### src/rtl/avm_uart_responder.sv
// avm_uart_responder: Avalon-MM slave modelling the polled RS232 UART register
// file (RX data, TX data, STATUS). Bytes flow between a valid/ready byte-stream
// host side and the bus through two FIFOs; every bus access is stretched by a
// fixed number of waitrequest cycles.
module avm_uart_responder #(
  parameter int FIFO_DEPTH  = 16,
  parameter int WAIT_CYCLES = 1
) (
  input  logic        avm_clk,
  input  logic        avm_rst_n,
  input  logic [4:0]  avm_address,
  input  logic        avm_read,
  input  logic        avm_write,
  input  logic [31:0] avm_writedata,
  output logic [31:0] avm_readdata,
  output logic        avm_waitrequest,
  input  logic [7:0]  rx_data,
  input  logic        rx_valid,
  output logic        rx_ready,
  output logic [7:0]  tx_data,
  output logic        tx_valid,
  input  logic        tx_ready
);

  localparam int         AW      = $clog2(FIFO_DEPTH);
  localparam logic [3:0] LP_WAIT = 4'(WAIT_CYCLES);
  localparam logic [3:0] LP_LOAD = 4'(WAIT_CYCLES - 1);

  logic [3:0]    r_cnt;
  logic [31:0]   r_rdata;
  logic          r_rx_pop_ok;
  logic          r_txdrop;
  logic [AW:0]   r_rx_wr;
  logic [AW:0]   r_rx_rd;
  logic [AW:0]   r_tx_wr;
  logic [AW:0]   r_tx_rd;
  logic [7:0]    r_rx_mem [FIFO_DEPTH];
  logic [7:0]    r_tx_mem [FIFO_DEPTH];

  logic          w_req;
  logic          w_done;
  logic          w_load;
  logic          w_is_rd;
  logic          w_is_wr;
  logic [2:0]    w_idx;
  logic          w_rx_empty;
  logic          w_rx_full;
  logic          w_tx_empty;
  logic          w_tx_full;
  logic          w_rx_push;
  logic          w_rx_pop;
  logic          w_tx_push;
  logic          w_tx_pop;
  logic [7:0]    w_rx_head;
  logic [7:0]    w_tx_head;
  logic [31:0]   w_rd_value;
  logic          w_unused_bits;

  assign w_req   = avm_read | avm_write;
  assign w_is_rd = avm_read;
  // A simultaneous read and write is handled as a read only.
  assign w_is_wr = avm_write & ~avm_read;
  assign w_idx   = avm_address[4:2];
  assign w_done  = w_req && (r_cnt == LP_WAIT);
  assign w_load  = w_req && (r_cnt == LP_LOAD);

  assign w_unused_bits = ^{avm_address[1:0], avm_writedata[31:10], avm_writedata[8]};

  assign w_rx_empty = (r_rx_wr == r_rx_rd);
  assign w_rx_full  = (r_rx_wr[AW] != r_rx_rd[AW]) && (r_rx_wr[AW-1:0] == r_rx_rd[AW-1:0]);
  assign w_tx_empty = (r_tx_wr == r_tx_rd);
  assign w_tx_full  = (r_tx_wr[AW] != r_tx_rd[AW]) && (r_tx_wr[AW-1:0] == r_tx_rd[AW-1:0]);

  assign w_rx_head = r_rx_mem[r_rx_rd[AW-1:0]];
  assign w_tx_head = r_tx_mem[r_tx_rd[AW-1:0]];

  // Stream-side handshakes depend only on FIFO state and reset, never on the bus request.
  assign rx_ready = avm_rst_n & ~w_rx_full;
  assign tx_valid = ~w_tx_empty;
  assign tx_data  = w_tx_empty ? 8'h00 : w_tx_head;

  assign w_rx_push = rx_valid & rx_ready;
  assign w_tx_pop  = tx_valid & tx_ready;
  // The pop decision is tied to what was captured into readdata, so a byte
  // arriving between load and completion is never discarded unseen.
  assign w_rx_pop  = w_done & w_is_rd & (w_idx == 3'd0) & r_rx_pop_ok & ~w_rx_empty;
  assign w_tx_push = w_done & w_is_wr & (w_idx == 3'd1) & ~w_tx_full;

  assign avm_waitrequest = ~avm_rst_n | (w_req && (r_cnt != LP_WAIT));
  assign avm_readdata    = r_rdata;

  // Register-file read mux, evaluated at the readdata load edge.
  always_comb begin
    w_rd_value = 32'h0;
    case (w_idx)
      3'd0: if (!w_rx_empty) w_rd_value = {24'h0, w_rx_head};
      3'd2: begin
        w_rd_value[9] = r_txdrop;
        w_rd_value[7] = ~w_rx_empty;
        w_rd_value[6] = ~w_tx_full;
      end
      default: w_rd_value = 32'h0;
    endcase
  end

  // Access counter: counts waitrequest cycles, clears on completion or abort.
  always_ff @(posedge avm_clk or negedge avm_rst_n) begin
    if (!avm_rst_n) begin
      r_cnt <= 4'd0;
    end else if (!w_req || w_done) begin
      r_cnt <= 4'd0;
    end else begin
      r_cnt <= r_cnt + 4'd1;
    end
  end

  // Readdata register, loaded one edge before completion and held until the next load.
  always_ff @(posedge avm_clk or negedge avm_rst_n) begin
    if (!avm_rst_n) begin
      r_rdata     <= 32'h0;
      r_rx_pop_ok <= 1'b0;
    end else if (w_load) begin
      r_rdata     <= w_rd_value;
      r_rx_pop_ok <= ~w_rx_empty;
    end
  end

  // Sticky TX drop flag: set by a write into a full TX FIFO, cleared through STATUS bit 9.
  always_ff @(posedge avm_clk or negedge avm_rst_n) begin
    if (!avm_rst_n) begin
      r_txdrop <= 1'b0;
    end else if (w_done && w_is_wr) begin
      if ((w_idx == 3'd1) && w_tx_full) begin
        r_txdrop <= 1'b1;
      end else if ((w_idx == 3'd2) && avm_writedata[9]) begin
        r_txdrop <= 1'b0;
      end
    end
  end

  // FIFO pointers, one extra wrap bit to tell full from empty.
  always_ff @(posedge avm_clk or negedge avm_rst_n) begin
    if (!avm_rst_n) begin
      r_rx_wr <= '0;
      r_rx_rd <= '0;
      r_tx_wr <= '0;
      r_tx_rd <= '0;
    end else begin
      if (w_rx_push) r_rx_wr <= r_rx_wr + (AW+1)'(1);
      if (w_rx_pop)  r_rx_rd <= r_rx_rd + (AW+1)'(1);
      if (w_tx_push) r_tx_wr <= r_tx_wr + (AW+1)'(1);
      if (w_tx_pop)  r_tx_rd <= r_tx_rd + (AW+1)'(1);
    end
  end

  // FIFO storage; contents are only meaningful between the pointers, so no reset.
  always_ff @(posedge avm_clk) begin
    if (w_rx_push) r_rx_mem[r_rx_wr[AW-1:0]] <= rx_data;
    if (w_tx_push) r_tx_mem[r_tx_wr[AW-1:0]] <= avm_writedata[7:0];
  end

endmodule
### config.mk
export PLATFORM = sky130hd
export DESIGN_NAME = avm_uart_responder
export DESIGN_NICKNAME = d
export VERILOG_FILES = /design/src/rtl/avm_uart_responder.sv
export SDC_FILE = /design/constraint.sdc
export NUM_CORES = 1
export LEC_CHECK = 0
export ABC_AREA = 1
export BUFFER_PORTS_ARGS = -buffer_cell sky130_fd_sc_hd__buf_2
export CAP_MARGIN = 10
export CORE_ASPECT_RATIO = 2
export CORE_MARGIN = 2
export CORE_UTILIZATION = 60
export DETAILED_ROUTE_END_ITERATION = 8
export GPL_TIMING_DRIVEN = 1
export PLACE_DENSITY = 0.78
export SETUP_SLACK_MARGIN = 0.5
export SYNTH_ARGS = -nofsm -noshare
export SYNTH_HDL_FRONTEND = slang
export SYNTH_SLANG_ARGS = --single-unit
### constraint.sdc
create_clock -name avm_clk -period 2.9 [get_ports avm_clk]
set_input_delay 0.145 -clock avm_clk [delete_from_list [all_inputs] [get_ports avm_clk]]
set_output_delay 0.145 -clock avm_clk [all_outputs]
set_load 0.005 [all_outputs]
# After elaboration in Yosys (flattened, before gate mapping)
# Memory sizes are Yosys's and may differ from the RTL's.
# Index checks and enable logic that the tools add are counted.
dict set report op_classes {
  shift 0
  n_reduce_logical 14
  multipliers 0
  n_addsub 5
  mux 12
  n_div 0
  n_bitwise 19
  n_lt_le_gt_ge 0
  eq_ne 10
}
# operator n
set op_table {}
lappend op_table {{5-bit by 1-bit adder with 5-bit output, second input constant} 4}
lappend op_table {{8-bit two-way mux} 2}
lappend op_table {{1-bit AND} 11}
lappend op_table {{5-bit == test} 2}
lappend op_table {{4-bit == test} 2}
lappend op_table {{1-bit logical AND} 8}
lappend op_table {{1-bit two-way mux} 6}
lappend op_table {{6-bit two-way mux} 1}
lappend op_table {{1-bit inverter} 6}
lappend op_table {{4-bit by 1-bit adder with 4-bit output, second input constant} 1}
lappend op_table {{4-bit by 1-bit == test with 1-bit output, second input constant} 1}
lappend op_table {{4-bit logical NOT} 1}
lappend op_table {{4-bit two-way mux} 1}
lappend op_table {{4-bit by 1-bit != test with 1-bit output, second input constant} 1}
lappend op_table {{2-bit case mux with 2 select lines} 1}
lappend op_table {{3-bit by 1-bit == test with 1-bit output, second input constant} 1}
lappend op_table {{3-bit by 2-bit == test with 1-bit output, second input constant} 1}
lappend op_table {{3-bit logical NOT} 1}
lappend op_table {{1-bit != test} 2}
lappend op_table {{1-bit OR} 2}
lappend op_table {{1-bit case mux with 2 select lines} 1}
lappend op_table {{2-bit AND reduction} 1}
lappend op_table {{2-bit nonzero test} 1}
lappend op_table {{1-bit logical NOT} 1}
lappend op_table {{1-bit logical OR} 1}
dict set report totals {
  word_cells 70
  mem_bits_rw 256
  inputBits 51
  memories 2
  reg_bits 58
  latchBits 0
  romBits 0
  output_inout_bits 43
}
# memory words width read_ports rd_ports_with_merged_regs write_ports line
set memory_table {}
lappend memory_table {r_rx_mem 16 8 1 0 1 37} ;# logic [7:0] r_rx_mem [FIFO_DEPTH];
lappend memory_table {r_tx_mem 16 8 1 0 1 38} ;# logic [7:0] r_tx_mem [FIFO_DEPTH];

# Depth between registers and ports, before layout
# Gate-level depths: netlist of run 1.
dict set report depth {
  ltp_word 7
  depth_mapped 12
  mapped_depth_nobuf 11
}

# Worst setup path before layout of run 1
# No wires, ideal clock.
dict set report synth_path {
  path_kind {register to register}
  start {register r_rx_rd[1]}
  end {memory r_rx_mem[4][0] (enable)}
  synth_period_minus_slack_ns 2.173
  path_buffers 2
  t_arrival_ns 1.790
  stages_incl_launch_ff 12
  required_time_ns 2.517
  slack_ns 0.727
  path_cell_list {dfrtp_1 buf_4 inv_2 nand2_1 nand2_1 a21oi_1 nand3b_1 nand2_1 inv_2 nand2_2 buf_6 nor3_1}
}
dict set report synth_between {
  elab_chain_len 7
}
# element line
set synth_rtl {}
lappend synth_rtl {{start: declaration} 34} ;# logic [AW:0] r_rx_rd;
lappend synth_rtl {{start signal: assignment} 150} ;# if (w_rx_pop) r_rx_rd <= r_rx_rd + (AW+1)'(1);
lappend synth_rtl {{4-bit == test} 70} ;# assign w_rx_full = (r_rx_wr[AW] != r_rx_rd[AW]) && (r_rx_wr[AW-1:0] == r_rx_rd[AW-1:0]);
lappend synth_rtl {{1-bit logical AND} 70}
lappend synth_rtl {{1-bit inverter} 78} ;# assign rx_ready = avm_rst_n & ~w_rx_full;
lappend synth_rtl {{1-bit AND} 78}
lappend synth_rtl {{named net rx_ready} 19} ;# output logic rx_ready,
lappend synth_rtl {{1-bit AND} 82} ;# assign w_rx_push = rx_valid & rx_ready;
lappend synth_rtl {{1-bit two-way mux} 158} ;# if (w_rx_push) r_rx_mem[r_rx_wr[AW-1:0]] <= rx_data;
lappend synth_rtl {{1-bit two-way mux (not written as such)} 158}
lappend synth_rtl {{end: declaration} 37}
# The timed path passes the listed nets, and every way through them passes these cells.

# Worst setup path in the final report of run 1
dict set report layout_path {
  start {register r_rx_rd[1]}
  end {memory r_rx_mem[2][0] (enable)}
}
dict set report layout_between {
  elab_chain_len 7
}
# element line
set layout_rtl {}
lappend layout_rtl {{4-bit == test} 70}
lappend layout_rtl {{1-bit logical AND} 70}
lappend layout_rtl {{1-bit inverter} 78}
lappend layout_rtl {{1-bit AND} 78}
lappend layout_rtl {{1-bit AND} 82}
lappend layout_rtl {{1-bit two-way mux} 158}
lappend layout_rtl {{1-bit two-way mux (not written as such)} 158}
# No other way between the ends.

==> results of run 1 <==
## registers in the layout (all words and copies together), names as in the netlist
name / flops
r_rx_wr: 5
avm_readdata: 9
r_rx_pop_ok: 1
r_tx_wr: 5
r_tx_mem: 128
r_cnt: 4
r_rx_rd: 5
r_txdrop: 1
r_rx_mem: 128
r_tx_rd: 5
## critical path: cells and delay by family (launching register included)
kind	cells	cell delay [ns]
buffers and inverters	2	0.23
and+or+nand+nor	6	1.45
DFF	1	0.42
AOI/OAI and AO/OA	1	0.05
## final cells by class
cell class / count / area [um^2]
Multi-Input combinational cell: 689 / 3330
Clock buffer: 28 / 657
Fill cell: 1379 / 6260
Sequential cell: 291 / 8570
Timing Repair Buffer: 98 / 778
Tap cell: 266 / 333
Clock inverter: 16 / 154
Inverter: 72 / 289
## stage by stage
step                      hold slack (ns)  utilization, %
after floorplan                    -0.151               -
after global placement              0.248            63.5
after detailed placement            0.246            63.5
after CTS                         0.00319            68.3
after global routing               0.0224            69.3
final                              0.0180            69.3
## what timing repair did
item                                    in CTS  in global routing
cloned                                       1                  3
endpoints found under the hold margin       47                  0
endpoints found under the setup margin     120                202
hold buffers                                 7                  0
resized for setup                           15                 25
pin swaps                                    0                  9
buffers inserted                             0                  6
## cells in the mapped netlist, types with 15 or more instances
cell type	number	area share, %
o211ai_1	30	1.8
nor3_1	15	0.60
nor2_1	200	6.0
edfxtp_1	256	62
o21ai_0	137	5.5
clkbuf_1	19	0.57
o22ai_1	16	0.80
dfrtp_1	35	7.0
buf_2	23	0.93
nand2_1	168	5.1
inv_1	63	1.9
xor2_1	16	1.1
buf_4	26	1.6
nand3_1	40	1.6
## layout by cell type (no fill, tap or decap), types with 16 or more instances in the layout
master / synthesis / routed
inv_1: 63 / 61
o22ai_1: 16 / 16
edfxtp_1: 256 / 256
dfrtp_1: 35 / 32
buf_2: 23 / 45
clkbuf_16: 0 / 28
nor2_1: 200 / 198
o21ai_0: 137 / 137
nand3_1: 40 / 38
conb_1: 1 / 23
nand2_1: 168 / 165
xor2_1: 16 / 16
o211ai_1: 30 / 30
buf_4: 26 / 35
## routing by layer
| metal | track usage (%) | up-vias | routed length [um] |
|---|---|---|---|
| met2 | 50.3 | 331 | 16600 |
| met1 | 24.6 | 4082 | 9640 |
| met5 | 0 | - | 0 |
| met3 | 3.39 | 106 | 1440 |
| met4 | 17.2 | 0 | 2040 |
| li1 | - | 3895 | - |
## cells by family after synthesis
group           after synthesis  share of synthesized area (%)
simple gates                431                           13.8
buf+inv                     144                           5.49
fa+ha+maj                    13                           1.31
other cells                   1                         0.0302
xor+xnor                     24                           1.75
flops                       291                           68.9
compound gates              198                           8.75
## where the power goes
group / internal (uW) / total (uW) / switching (uW) / leakage, uW
sequential: 4810 / 5040 / 228 / 0.00275
combinational: 1620 / 4650 / 3030 / 0.00221
clock: 1890 / 3290 / 1400 / 0.000398
total: 8310 / 13000 / 4660 / 0.00535
## worst min path at each step
| stage | from | endpoint | depth (start not counted) |
|---|---|---|---|
| floorplan | avm_rst_n | avm_readdata[0] | 0 |
| global placement | avm_rst_n | r_rx_wr[2] | 2 |
| detailed placement | avm_rst_n | r_rx_wr[2] | 2 |
| CTS | avm_address[4] | avm_readdata[7] | 6 |
| global route | avm_writedata[0] | r_tx_mem[1][0] | 1 |
| finish | avm_address[4] | avm_readdata[7] | 6 |
==> flow_summary.yaml, run 1 <==
status:
  status: "finished, final reports clean"
worst_setup_path:
  crit_path_end_kind: "register"
  reg2reg_slack_ns: 0.35
  r2r-start: "r_rx_rd[1]"
  critPathLaunchType: "register"
  crit_required_ns: 3.04
  arrival_ns: 2.69
  timing.critical_path.mode_cell: "nand2_1"
  cp_slowest_stage_delay_ns: 0.95
  r2r_end: "r_rx_mem[2][0]"
  crit_path_end: "r_rx_mem[2][0]"
  startpoint: "r_rx_rd[1]"
  critPathSlowestCell: "nor3_1"
  path_class: "reg -> reg"
  crit_chain: "inv_2, nand2_1, nand2_1, a21oi_1, nand3b_1, nand2_1, inv_2, nand2_2, nor3_1"
  worstRegToRegCells: 9
  critical_path_peak_fanout: 16
detailed_routing:
  totalWireLength_um: 29800
  drcViolationCount: 0
  vias: 8414
  via_per_inst: 5.76
  ant_nets: 0
  wire_per_inst_um: 20.4
  dr.first_iter.drc_count: 648
  drt-pass1-iter-count: 6
cells_and_area:
  design_area_mm2: 0.0141
  area_growth_pct: 13.5
  drive_gt1_share_pct: 13.6
  final_nets: 1240
  antenna_cells: 0
  fin_cells: 1460
synth:
  ys_ff_latch: 291
  synth_area_mm2: 0.0124
  synth_cell_type_count: 34
  seq_area_frac_synth_pct: 68.9
  ys.flop_type: "edfxtp_1"
  yosys_warnings: 0
  synth_cells: 1102
  syn_avg_cell_area_um2: 11.3
  synthArstFlopShare_pct: 12.0
  synth_edf_count: 256
die:
  die_x_um: 106
  start_util_pct: 61.1
  ios: 94
  coreArea_mm2: 0.0204
  row_count: 74
  dieArea_mm2: 0.0220
  die_height_um: 208
pwr:
  leakage_uw: 0.00535
  p_total_uw: 13000
  peakVddDrop_mv: 0.606
  power_density_mw_per_mm2: 919
global_route:
  grtUsageTotal_pct: 26.0
  grt_pass1_wl_um: 43100
  grt_pass1_vias: 8240
  overflow: 0
  grt_max_degree: 66
  antenna_found_initial: 0
timing:
  max_slew_margin_pct: 23.0
  tns_ns: 0
  post-route-min-period_ns: 2.55
  worst_pin_slew_ns: 1.15
  fmax_mhz: 392
  setup_slack_ns: 0.348
  skew_ns: 0.0143
  finalSetupViolations: 0
  finalCritPeriodShare_pct: 88.0
  hold_viol: 0
  maxSlewViolCount: 0
  grt_setup_unrepaired: "yes"
clock_tree:
  cts_num_sinks: 291
  htree_levels: 1
  clk_latency_ns: 0.53
  numCtsBuffers: 24
  cts_root_buf: "clkbuf_16"
  clk_pin_slew_ns: 0.07
  cts_tree: "done"
  clk_path_buf_depth: 3
placement:
  port_buffers: 45
  preCtsSetupSlack_ns: 0.361
  place_area_mm2: 0.0129
  routabilityCongestion: 0.846
  place_inst: 1399
  dpl.hpwl_um: 18600
flow_run:
  max_cap_violations: 0
hold_path:
  hold_path.class: "in -> reg"
Power figures use the tool's default switching activity.
==> inputs of run 2 (changes only) <==
--- a/config.mk
+++ b/config.mk
@@ -8,12 +8,14 @@
 export ABC_AREA = 1
 export BUFFER_PORTS_ARGS = -buffer_cell sky130_fd_sc_hd__buf_2
 export CAP_MARGIN = 10
+export CELL_PAD_IN_SITES_DETAIL_PLACEMENT = 1
+export CELL_PAD_IN_SITES_GLOBAL_PLACEMENT = 1
 export CORE_ASPECT_RATIO = 2
 export CORE_MARGIN = 2
-export CORE_UTILIZATION = 60
+export CORE_UTILIZATION = 44
 export DETAILED_ROUTE_END_ITERATION = 8
 export GPL_TIMING_DRIVEN = 1
-export PLACE_DENSITY = 0.78
+export PLACE_DENSITY = 0.74
 export SETUP_SLACK_MARGIN = 0.5
 export SYNTH_ARGS = -nofsm -noshare
 export SYNTH_HDL_FRONTEND = slang
==> constraint.sdc (replaced) <==
create_clock -name avm_clk -period 2.2 [get_ports avm_clk]
set_input_delay 0.11 -clock avm_clk [delete_from_list [all_inputs] [get_ports avm_clk]]
set_output_delay 0.11 -clock avm_clk [all_outputs]
set_load 0.005 [all_outputs]
==> flow_summary.yaml, run 2 (synthesis gave the netlist of run 1 again) <==
worst_setup_path:
  critPathSlowestCell: "dfrtp_2"
  crit_required_ns: 2.09
  startpoint: "r_tx_rd[0]"
  cp_slowest_stage_delay_ns: 0.51
  crit_chain: "clkinv_4, buf_12, clkbuf_16, o21ai_1, o211ai_1, nand3_1, a21oi_2, buf_2"
  critPathLaunchType: "register"
  crit_path_end_kind: "output port"
  critical_path_peak_fanout: 14
  arrival_ns: 2.31
  r2r-start: "r_tx_rd[0]"
  path_class: "reg -> out"
cells_and_area:
  fillers: 2757
  seqCellArea_mm2: 0.00858
  final_cell_mix: "edfxtp_1 (256), nor2_1 (139), nand2_1 (124)"
  fin_cells: 1645
  layout_commonest_cell: "edfxtp_1"
  drive_gt1_share_pct: 32.6
  multiInputGateArea_mm2: 0.00419
  antenna_cells: 0
  final_nets: 1334
  area_growth_pct: 34.3
detailed_routing:
  totalWireLength_um: 45200
  vias: 9699
  wire_per_inst_um: 27.4
  via_per_inst: 5.90
  drcViolationCount: 0
  ant_nets: 0
  dr.first_iter.drc_count: 1132
  drt-pass1-iter-count: 5
die:
  dieArea_mm2: 0.0297
  die_height_um: 242
  start_util_pct: 44.5
  coreArea_mm2: 0.0280
  ios: 94
  row_count: 87
  die_x_um: 123
placement:
  dpl.hpwl_um: 20700
  routabilityCongestion: 0.825
  place_inst: 1475
  port_buffers: 45
  preCtsSetupSlack_ns: 0.130
global_route:
  overflow: 0
  grt_pass1_wl_um: 58500
  grt_use_met3_pct: 3.14
  use_met2_pct: 43.6
  antenna_found_initial: 0
  grt_pass1_vias: 9688
  grt_busiest_layer: "met2"
  grt.met1_usage_pct: 34.6
  grtUsageTotal_pct: 26.3
  grt_max_degree: 49
timing:
  finalSetupViolations: 9
  hold_viol: 0
  hold_slack_ns: 0.0154
  fmax_mhz: 413
  skew_ns: 0.0290
  post-route-min-period_ns: 2.42
  finalCritPeriodShare_pct: 110
  tns_ns: -1.50
  maxSlewViolCount: 0
  setup_slack_ns: -0.220
  max_slew_margin_pct: 66.4
  grt_setup_unrepaired: "yes"
  worst_pin_slew_ns: 0.504
pwr:
  power_density_mw_per_mm2: 1280
  leakage_uw: 0.00626
  peakVddDrop_mv: 0.858
clock_tree:
  numCtsBuffers: 25
  clk_path_buf_depth: 3
  cts_tree: "done"
  cts_root_buf: "clkbuf_16"
  clk_pin_slew_ns: 0.07
  htree_levels: 1
  cts_num_sinks: 291
  clk_latency_ns: 0.56
hold_path:
  holdCritStartpoint: "rx_data[7]"
  hold_path.class: "in -> reg"
status:
  status: "finished, violations left"
  violations: "setup timing"
flow_run:
  max_cap_violations: 0
[run 2: cell count changes in the layout (fill, tap and decap cells not counted), moves of 11 or more]
cell,change
o21ai_1,+49
o21ai_2,+14
nor3_1,-12
nor2_2,+28
inv_1,-16
buf_6,+27
o21ai_0,-66
nor2_1,-59
nand2_1,-41
nor2_4,+31
nand2_2,+32
nor3_4,+15
inv_2,+11
buf_12,+37
[run 2: worst max-delay path, delay by kind of cell, from the launching register on]
kind	cells	cell delay, ns
compound gates	3	0.41
buf+inv	4	0.65
flops	1	0.51
simple gates	1	0.17
[run 2: metrics by stage]
step	cell area, um^2	total power, uW	utilization (%)
after detailed placement	13300	12600	47.7
after global placement	13300	12300	47.7
final	16700	21400	59.7
after global routing	16700	22000	59.7
after floorplan	12900	10500	-
after CTS	15600	18500	55.7
[run 2: report_power, final]
part	switching (uW)	internal, uW
clock network	2110	2440
logic	6090	3970
registers	393	6350
[run 2: repair_timing]
action,in CTS,in global routing
setup endpoints to repair,275,296
hold endpoints to repair,155,0
buffers inserted,61,23
pin swaps,53,90
hold buffers,15,0
cloned,7,18
gates resized for setup,122,187
[run 2: final cells by class]
class	instances	share of cell area, %
clock buffers	27	3.79
clock inverters	19	1.06
inverters	72	1.82
multi-input cells	689	25.1
flip-flops and latches	291	51.3
well taps	356	2.67
repair buffers	191	14.3
[run 2: metal layers]
metal / share of wire, % / vias to the layer above
met5: 0 / -
met4: 4.3 / 0
met3: 7.0 / 141
met2: 52 / 557
met1: 37 / 4894
li1: - / 4107
[run 2: path summary, 6_finish.rpt]
check	depth (start not counted)	slack, ns	endpoint
max	8	-0.22	tx_data[7]
min	1	0.02	r_rx_mem[4][7]
max reg2reg	10	0.06	r_tx_mem[15][2]
min reg2reg	2	0.51	avm_readdata[9]
max in group asynchronous	3	1.59	r_rx_wr[0]
min in group asynchronous	3	0.21	r_tx_wr[0]
==> inputs of run 3 (changes only) <==
--- a/config.mk
+++ b/config.mk
@@ -13,8 +13,10 @@
 export CORE_ASPECT_RATIO = 2
 export CORE_MARGIN = 2
 export CORE_UTILIZATION = 44
+export CTS_CLUSTER_DIAMETER = 200
 export DETAILED_ROUTE_END_ITERATION = 8
 export GPL_TIMING_DRIVEN = 1
+export MAX_ROUTING_LAYER = met4
 export PLACE_DENSITY = 0.74
 export SETUP_SLACK_MARGIN = 0.5
 export SYNTH_ARGS = -nofsm -noshare
==> flow_summary.yaml, run 3 (synthesis gave the netlist of run 1 again) <==
status:
  status: "finished, violations left"
  violations: "setup timing"
global_route:
  grt.met1_usage_pct: 34.5
  use_met2_pct: 43.8
  antenna_found_initial: 0
  grtUsageTotal_pct: 27.0
  overflow: 0
  grt_pass1_wl_um: 58400
  grt_use_met3_pct: 2.90
  grt_pass1_vias: 9696
  grt_max_degree: 49
  grt_busiest_layer: "met2"
timing:
  maxSlewViolCount: 0
  finalCritPeriodShare_pct: 111
  finalSetupViolations: 9
  setup_slack_ns: -0.244
  hold_slack_ns: 0.0201
  worst_pin_slew_ns: 0.559
  max_slew_margin_pct: 62.6
  grt_setup_unrepaired: "yes"
  post-route-min-period_ns: 2.44
  hold_viol: 0
  skew_ns: 0.0165
  fmax_mhz: 409
placement:
  dpl.hpwl_um: 20700
  place_inst: 1475
  preCtsSetupSlack_ns: 0.130
  port_buffers: 45
  routabilityCongestion: 0.838
detailed_routing:
  totalWireLength_um: 42900
  drt-pass1-iter-count: 5
  drcViolationCount: 0
  wire_per_inst_um: 26.3
  dr.first_iter.drc_count: 978
  via_per_inst: 5.86
  vias: 9565
  ant_nets: 0
cells_and_area:
  area_growth_pct: 31.0
  antenna_cells: 0
  final_util_pct: 58.2
  final_cell_mix: "edfxtp_1 (256), nor2_1 (157), nand2_1 (142)"
  fin_cells: 1633
  layout_commonest_cell: "edfxtp_1"
  final_nets: 1322
  drive_gt1_share_pct: 28.3
worst_setup_path:
  path_class: "reg -> out"
  critPathLaunchType: "register"
  crit_path_end_kind: "output port"
  arrival_ns: 2.33
  critical_path_peak_fanout: 26
  crit_required_ns: 2.09
die:
  die_height_um: 242
  start_util_pct: 44.5
  die_x_um: 123
  ios: 94
  dieArea_mm2: 0.0297
  coreArea_mm2: 0.0280
  row_count: 87
pwr:
  peakVddDrop_mv: 0.824
  leakage_uw: 0.00613
  power_density_mw_per_mm2: 1260
clock_tree:
  clk_path_buf_depth: 3
  clk_pin_slew_ns: 0.07
  htree_levels: 1
  cts_root_buf: "clkbuf_16"
  numCtsBuffers: 25
  cts_num_sinks: 291
  clk_latency_ns: 0.55
  cts_tree: "done"
hold_path:
  hold_path.class: "in -> reg"
flow_run:
  max_cap_violations: 0
run 3: path summary, 6_finish.rpt:
check	from	endpoint	slack [ns]	cells after the start
min in group asynchronous	avm_rst_n	r_cnt[3]	0.25	3
hold / removal	avm_writedata[2]	r_tx_mem[4][2]	0.02	1
setup / recovery	r_tx_rd[0]	tx_data[7]	-0.24	8
hold reg to reg	avm_readdata[2]	avm_readdata[2]	0.49	2
setup reg to reg	r_tx_rd[0]	r_tx_mem[9][4]	0.10	10
max in group asynchronous	avm_rst_n	r_rx_wr[0]	1.56	3
run 3: timing repair:
item                                   4_1_cts  5_1_grt
hold buffers                                15        0
setup buffers                               61       18
gates cloned                                 7       11
endpoints found under the hold margin      155        0
pin swaps                                   53       60
gates resized for setup                    122      107
setup endpoints to repair                  275      295
run 3: final cells by class:
type | instances | area [um^2]
fillers | 2805 | 11700
clock buffers | 27 | 633
flip-flops and latches | 291 | 8580
repair buffers | 179 | 2150
inverters | 72 | 300
clock inverters | 19 | 176
well taps | 356 | 445
multi-input cells | 689 | 4010
run 3: where the power goes:
group / leakage (uW) / internal, uW / switching [uW]
logic: 0.00301 / 3570 / 5670
clock network: 0.000387 / 2440 / 2070
registers: 0.00274 / 6350 / 388
run 3: critical path: stages, from the launching register on:
cell	delay, ns
dfrtp_2	0.50
buf_8	0.25
nor2_1	0.11
nor2_1	0.15
o21ai_1	0.09
o211ai_1	0.13
nand3_1	0.16
a21oi_2	0.23
buf_2	0.15
run 3: per-stage QoR:
step	total power, uW	TNS [ns]	instance area [um^2]
floorplan	10500	0	12900
global placement	12300	0	13300
detailed placement	12600	0	13300
CTS	18500	-0.319	15600
global route	21200	-1.73	16300
finish	20500	-1.51	16300
run 3: routing by layer:
layer,vias up,wire (um)
li1,4081,-
met2,507,22200
met4,0,1960
met5,-,0
met1,4840,16100
met3,137,2620
